$ cat config.mk
export PLATFORM = sky130hd
export DESIGN_NAME = seven_seg_scanner
export DESIGN_NICKNAME = d
export VERILOG_FILES = /design/src/rtl/seven_seg_scanner.sv
export SDC_FILE = /design/constraint.sdc
export NUM_CORES = 1
export LEC_CHECK = 0
export CORE_MARGIN = 2
export CORE_UTILIZATION = 50
export CTS_CLUSTER_DIAMETER = 30
export DETAILED_ROUTE_END_ITERATION = 10
export PLACE_DENSITY = 0.84
export SYNTH_ARGS = -nofsm -noshare
export SYNTH_HDL_FRONTEND = slang
export SYNTH_SLANG_ARGS = --single-unit
$ cat constraint.sdc
create_clock -name clk -period 3.2 [get_ports clk]
set_clock_uncertainty 0.05 [all_clocks]
set_input_delay 0.48 -clock clk [delete_from_list [all_inputs] [get_ports clk]]
set_output_delay 0.48 -clock clk [all_outputs]
set_load 0.02 [all_outputs]
$ cat src/rtl/seven_seg_scanner.sv
// Four-digit 7-segment scanner: rotates the active anode every REFRESH_DIV cycles
// and commits double-buffered display values only at frame boundaries.
module seven_seg_scanner #(
  parameter int unsigned REFRESH_DIV = 100000
) (
  input  logic        clk,
  input  logic        rst,
  input  logic [15:0] value,
  input  logic        load,
  input  logic        blank_lz,
  input  logic        enable,
  output logic [3:0]  an,
  output logic [3:0]  digit,
  output logic [1:0]  digit_sel,
  output logic        frame_tick,
  output logic        pending
);

  localparam int unsigned PCNT_W = (REFRESH_DIV > 1) ? $clog2(REFRESH_DIV) : 1;
  localparam logic [PCNT_W-1:0] PCNT_MAX = PCNT_W'(REFRESH_DIV - 1);

  logic [PCNT_W-1:0] pcnt_q, pcnt_d;
  logic [1:0]        idx_q, idx_d;
  logic [15:0]       act_q, act_d;
  logic [15:0]       pend_q, pend_d;
  logic              pending_q, pending_d;
  logic              frame_tick_q, frame_tick_d;
  logic              term_cnt, commit;
  logic [3:0]        blank_vec;

  // Next-state: prescaler, scan index, frame commit and load capture
  always_comb begin
    pcnt_d       = pcnt_q + PCNT_W'(1);
    idx_d        = idx_q;
    act_d        = act_q;
    pend_d       = pend_q;
    pending_d    = pending_q;
    frame_tick_d = 1'b0;
    term_cnt     = (pcnt_q == PCNT_MAX);
    commit       = term_cnt && (idx_q == 2'd3);
    if (term_cnt) begin
      pcnt_d = '0;
      idx_d  = idx_q + 2'd1;
    end
    if (commit) begin
      frame_tick_d = 1'b1;
      pending_d    = 1'b0;
      if (pending_q) act_d = pend_q;
    end
    // A load on the commit edge refills pend after the old value moves to act
    if (load) begin
      pend_d    = value;
      pending_d = 1'b1;
    end
  end

  always_ff @(posedge clk or negedge rst) begin
    if (!rst) begin
      pcnt_q       <= '0;
      idx_q        <= '0;
      act_q        <= '0;
      pend_q       <= '0;
      pending_q    <= 1'b0;
      frame_tick_q <= 1'b0;
    end else begin
      pcnt_q       <= pcnt_d;
      idx_q        <= idx_d;
      act_q        <= act_d;
      pend_q       <= pend_d;
      pending_q    <= pending_d;
      frame_tick_q <= frame_tick_d;
    end
  end

  // Leading-zero blanking: digit i dark when nibbles i..3 are all zero
  always_comb begin
    blank_vec[0] = 1'b0;
    blank_vec[1] = (act_q[15:4]  == 12'h000);
    blank_vec[2] = (act_q[15:8]  == 8'h00);
    blank_vec[3] = (act_q[15:12] == 4'h0);
  end

  always_comb begin
    digit     = act_q[{idx_q, 2'b00} +: 4];
    digit_sel = idx_q;
    if (!rst || !enable || (blank_lz && blank_vec[idx_q])) an = 4'b1111;
    else                                                   an = ~(4'b0001 << idx_q);
  end

  assign frame_tick = frame_tick_q;
  assign pending    = pending_q;

endmodule
==> results of run 1 <==
worst min-delay path by stage:
stage | slack, ps | from | to
after CTS | 310 | rst | pend_q[6]
after global placement | 420 | act_q[1] | act_q[1]
final | 290 | rst | act_q[6]
after floorplan | 130 | rst | act_q[0]
after detailed placement | 430 | pend_q[5] | act_q[5]
after global routing | 340 | rst | pend_q[10]
per-layer routing:
layer / share of wire / routed length (µm) / GRT usage / up-vias
met2: 0.47 / 2200 / 0.300 / 50
met1: 0.46 / 2130 / 0.281 / 758
li1: - / - / - / 732
met4: 0.019 / 88 / 0.0833 / 0
met3: 0.050 / 233 / 0.0474 / 7
met5: 0 / 0 / 0 / -
per-stage QoR:
step | area (µm²) | worst slack (ps) | instances | hold WS (ps)
finish | 2920 | 309 | 284 | 291
global route | 2920 | 129 | 284 | 340
CTS | 2920 | 284 | 284 | 306
detailed placement | 2820 | 599 | 276 | 425
global placement | 2820 | 638 | 276 | 416
floorplan | 2460 | 983 | 183 | 134
worst max-delay path: stages (launching register included):
cell and delay [ps]:
dfrtp_1 580, nor3b_1 250, a21oi_1 110, o311a_1 420, nand2_1 90, clkdlybuf4s50_1 610
state kept, by name, summed over array words and instances, names as in the netlist:
register    flops
pend_q         16
frame_tick      1
act_q          16
pending         1
pcnt_q         17
digit_sel       2
power groups by stage:
stage	sequential [mW]	combinational [mW]	clock, mW
CTS	0.701	0.0719	0.406
floorplan	0.710	0.0274	0
finish	0.701	0.0699	0.392
detailed placement	0.715	0.0716	0
global route	0.704	0.0781	0.436
global placement	0.712	0.0684	0
logic make-up (layout without fill, tap and decap cells):
| logic type | count (synthesis) | in the layout | synth area share |
|---|---|---|---|
| xor+xnor | 16 | 16 | 0.0569 |
| mux | 36 | 36 | 0.198 |
| buf+inv | 11 | 45 | 0.0269 |
| simple gates | 57 | 57 | 0.142 |
| compound gates | 5 | 5 | 0.0132 |
| flops | 53 | 53 | 0.538 |
| fa+ha+maj | 5 | 5 | 0.0254 |
final cells by class:
cell class                 count  area share
sequential                    53       0.454
multi-input combinational    119       0.367
timing repair buffer          34       0.113
tap                           67      0.0287
clock buffer                   6      0.0283
clock inverter                 2     0.00557
inverter                       3     0.00385
placed cells by master (no fill, tap or decap):
cell type / Yosys / final
dfrtp_1: 53 / 53
clkdlybuf4s50_1: 0 / 31
mux2_2: 18 / 18
nand2_1: 12 / 12
nor2_1: 10 / 10
mux2_4: 10 / 10
nand4_1: 9 / 9
xnor2_1: 8 / 8
xor2_1: 8 / 8
clkbuf_8: 0 / 6
nor4_1: 5 / 5
nand3_1: 5 / 5
ha_1: 5 / 5
mux4_2: 4 / 4
mux2_1: 4 / 4
inv_1: 3 / 3
and4_1: 3 / 3
a21oi_1: 2 / 2
nor3_1: 2 / 2
or4b_4: 2 / 2
buf_4: 0 / 2
nor3b_1: 1 / 1
o311a_1: 1 / 1
or4_1: 1 / 1
nand4b_1: 1 / 1
or4b_2: 1 / 1
nor3_2: 1 / 1
nor4_4: 1 / 1
and2b_1: 1 / 1
or4bb_1: 1 / 1
and3_1: 1 / 1
o21ai_0: 1 / 1
a21o_1: 1 / 1
clkinvlp_4: 0 / 1
inv_6: 0 / 1
buf_2: 0 / 1
==> results.yml, run 1 <==
clock_network:
  cts-htree-levels: 2
  clock_sinks: 53
  postCtsHoldBufs: 0
  cts_resized: 0
  cts_tree: "built"
  clk_path_buf_depth: 2
  path_clk_slew_ps: 90
  clk_root_buffer_cell: "clkbuf_8"
  clk_latency_ps: 310
  post-cts-setup-buffers: 0
  cts_buffers: 5
timing:
  hold_viol_final: 0
  fin_tns_setup_ps: 0
  drv_slew: 0
  rsz0062_at_grt: "false"
  min_period_ps: 2890
  finalSetupViolations: 0
  slew_headroom: 0.476
  tightest_slew_ps: 784
  finalCritPeriodShare: 0.904
  fmax_mhz: 346
setup_path:
  rrSetupSlack_ps: 720
  cp-end-kind: "primary output"
  critPathMaxFanout: 10
  r2r_end: "act_q[2]"
  critPathKind: "reg2out"
  startpoint: "digit_sel[0]"
  cp_data_arrival_time_ps: 2360
  required_ps: 2670
  start_kind: "register"
  crit_end: "an[3]"
  reg2reg_from: "pcnt_q[0]"
  ff2ff_path_depth: 6
power:
  intPower_mw: 0.909
  switching_share: 0.218
  pwr-share-seq: 0.603
  powerDensity_nw_per_um2: 398
  clkPwrFrac: 0.337
  p_switching_mw: 0.253
  leakagePower_nw: 1.27
  max-vdd-ir-drop_mv: 0.193
  p_total_mw: 1.16
  comb_power_share: 0.060
floorplanning:
  core-area_um2: 4720
  rows: 25
  fp.dieH_um: 74.2
  initial_core_util: 0.522
  dieArea_um2: 5510
  ios: 33
  die_w_um: 74.2
finish:
  final_util: 0.619
  nets: 242
  nFillCells: 377
  syn_to_final_growth_pct: 18.6
  antenna_cells: 0
  drive_gt1_frac: 0.221
  regArea_um2: 1330
  multi_input_area_um2: 1070
status:
  status: "complete, no violations"
synth:
  synth_ff_type: "dfrtp_1"
  synth_seq_cells: 53
  synth-edff-count: 0
  synth_top_cell_by_area: "dfrtp_1"
  synth_common_cells: "dfrtp_1, mux2_2, nand2_1"
  ys_warn_count: 0
  syn_area_um2: 2460
  syn_area_per_cell_um2: 13.5
  syn-num-nets: 209
  yosysTopAreaCellShare: 0.538
  synthCells: 183
  synth_cell_types: 35
  ys_async_sr_fraction: 1.00
  synthTopCellsByArea: "dfrtp_1, mux2_2, mux2_4, mux4_2, xnor2_1"
  synth_seq_area_share: 0.538
  yosys.cell_count.top_type: "dfrtp_1"
global_route:
  grt_max_degree: 54
  antenna_found_initial: 0
  overflow: 0
  grt_pass1_wl_mm: 8.03
  first_global_vias: 1532
  grt_usage: 0.199
min_path:
  hold_path.class: "in2async"
placement:
  place_congestion: 0.839
  io_buffers: 32
  dpl.hpwl_mm: 3.39
detailed_routing:
  drc: 0
  wl_mm: 4.66
  wire_per_inst_um: 16.4
  drtAntennaViolNets: 0
  dr.pass1.iters: 4
  num_vias: 1547
  drt-initial-drc-count: 79
  viasPerCell: 5.45
run:
  maxCapViolCount: 0
(Power assumes the default switching activity.)
==> run 2, diff against run 1 <==
--- a/config.mk
+++ b/config.mk
@@ -5,6 +5,7 @@
 export SDC_FILE = /design/constraint.sdc
 export NUM_CORES = 1
 export LEC_CHECK = 0
+export CORE_ASPECT_RATIO = 1.25
 export CORE_MARGIN = 2
 export CORE_UTILIZATION = 50
 export CTS_CLUSTER_DIAMETER = 30
==> run 2 against run 1 <==
Sequential cell count unchanged. Critical path type unchanged. Hold slack got worse by 36 ps. Global-route usage is 1.9 points lower. Register-to-register slack improved by 40 ps. Critical endpoint is now an[2]. Core utilization shrank 0.51 points. Die area barely moved. Via count shrank 0.58%. Critical path depth unchanged. Sequential share of layout area increased by 0.31 points. Setup slack got worse by 22 ps. Final cell count is 2.5% lower.
==> results.yml, run 2 (same netlist as run 1, synthesis figures left out) <==
status:
  status: "complete, no violations"
detailed_routing:
  wl_mm: 4.54
  drt-initial-drc-count: 176
  viasPerCell: 5.55
  dr.pass1.iters: 4
  drtAntennaViolNets: 0
  drc: 0
  wire_per_inst_um: 16.4
  num_vias: 1538
global_route:
  grt_usage: 0.181
  antenna_found_initial: 0
  overflow: 0
  grt_max_degree: 54
  first_global_vias: 1522
  grt_pass1_wl_mm: 7.36
clock_network:
  postCtsHoldBufs: 0
  cts-htree-levels: 2
  cts_buffers: 5
  clk_root_buffer_cell: "clkbuf_8"
  clock_sinks: 53
  clk_latency_ps: 300
  clk_path_buf_depth: 2
  cts_tree: "built"
  post-cts-setup-buffers: 0
  cts_resized: 0
  path_clk_slew_ps: 100
finish:
  layout_commonest_cell: "dfrtp_1"
  largest_reg_flops: 17
  regMostFlops: "pcnt_q"
  drive_gt1_frac: 0.217
  final_cell_mix: "dfrtp_1, clkdlybuf4s50_1, mux2_2"
  antenna_cells: 0
  syn_to_final_growth_pct: 17.8
  stdcell_area_um2: 2900
  nets: 242
  top_regs: "pcnt_q x17, act_q x16, pend_q x16"
timing:
  tightest_slew_ps: 827
  min_period_ps: 2910
  finalCritPeriodShare: 0.910
  hold_viol_final: 0
  fin_tns_setup_ps: 0
  fmax_mhz: 343
  finalSetupViolations: 0
  drv_slew: 0
  rsz0062_at_grt: "false"
  slew_headroom: 0.447
power:
  pwr-share-seq: 0.618
  p_switching_mw: 0.247
  leakagePower_nw: 1.26
  intPower_mw: 0.885
  powerDensity_nw_per_um2: 390
  comb_power_share: 0.061
  p_total_mw: 1.13
  max-vdd-ir-drop_mv: 0.287
  clkPwrFrac: 0.321
  switching_share: 0.218
floorplanning:
  ios: 33
  core-area_um2: 4730
  rows: 28
  initial_core_util: 0.521
  die_w_um: 66.8
  dieArea_um2: 5510
  fp.dieH_um: 82.5
min_path:
  hold_path.class: "in2async"
setup_path:
  start_kind: "register"
  cp_slowest_stage_delay_ps: 600
  required_ps: 2670
  critPathKind: "reg2out"
  cp_data_arrival_time_ps: 2380
  cp_cell_sequence: "nor3b_1, a21oi_1, o311a_1, nand2_1, clkdlybuf4s50_1"
  slowest_stage: "dfrtp_1"
  cp-end-kind: "primary output"
  critPathMaxFanout: 10
placement:
  dpl_cell_area_um2: 2820
  place_congestion: 0.850
  io_buffers: 32
  dpl.hpwl_mm: 3.27
run:
  maxCapViolCount: 0
==> run 2: cell types whose count changed in the layout (fill, tap and decap cells not counted), sizes merged <==
cell	before	now
clkinvlp	1	2
inv	4	3
==> run 2: final timing paths <==
path                                   start         to  slack [ps]  cells after the start
worst max register to register     pcnt_q[0]   act_q[2]         760                      6
max in group asynchronous                rst  pcnt_q[8]        2410                      2
worst min register to register     pend_q[8]   act_q[8]         450                      1
worst max-delay path            digit_sel[0]      an[2]         290                      5
min in group clk                   pend_q[8]   act_q[8]         450                      1
worst min-delay path                     rst   act_q[7]         250                      2
==> run 2: metal layers <==
metal / GRT usage / wire length, µm
met1: 0.229 / 2000
met2: 0.314 / 2260
met3: 0.0352 / 218
met4: 0.0551 / 63
met5: 0 / 0
==> run 2: layout make-up <==
cell class                 instances  area (µm²)
fill                             362        1830
sequential                        53        1330
multi-input combinational        119        1070
timing repair buffer              34         330
tap                               60        75.1
clock buffer                       6        72.6
clock inverter                     2        15.0
inverter                           3        11.3
==> run 2: worst max-delay path, delay by kind of cell, from the launching register on <==
kind | cells | cell delay [ps]
DFF | 1 | 600
buffers and inverters | 1 | 600
and+or+nand+nor | 2 | 350
AOI/OAI and AO/OA | 2 | 530
==> run 2: per-stage QoR <==
step / instances / util / setup slack, ps / hold WS, ps
floorplan: 183 / - / 983 / 134
global placement: 269 / 0.595 / 627 / 422
detailed placement: 269 / 0.595 / 625 / 437
CTS: 277 / 0.614 / 282 / 281
global route: 277 / 0.614 / 86.0 / 314
finish: 277 / 0.614 / 287 / 254
==> run 2: power by group through the flow <==
stage               logic, mW  registers, mW  clock network, mW
global placement       0.0688          0.711                  0
floorplan              0.0274          0.710                  0
global route           0.0761          0.701              0.409
detailed placement     0.0708          0.713                  0
CTS                    0.0711          0.699              0.377
finish                 0.0692          0.699              0.364
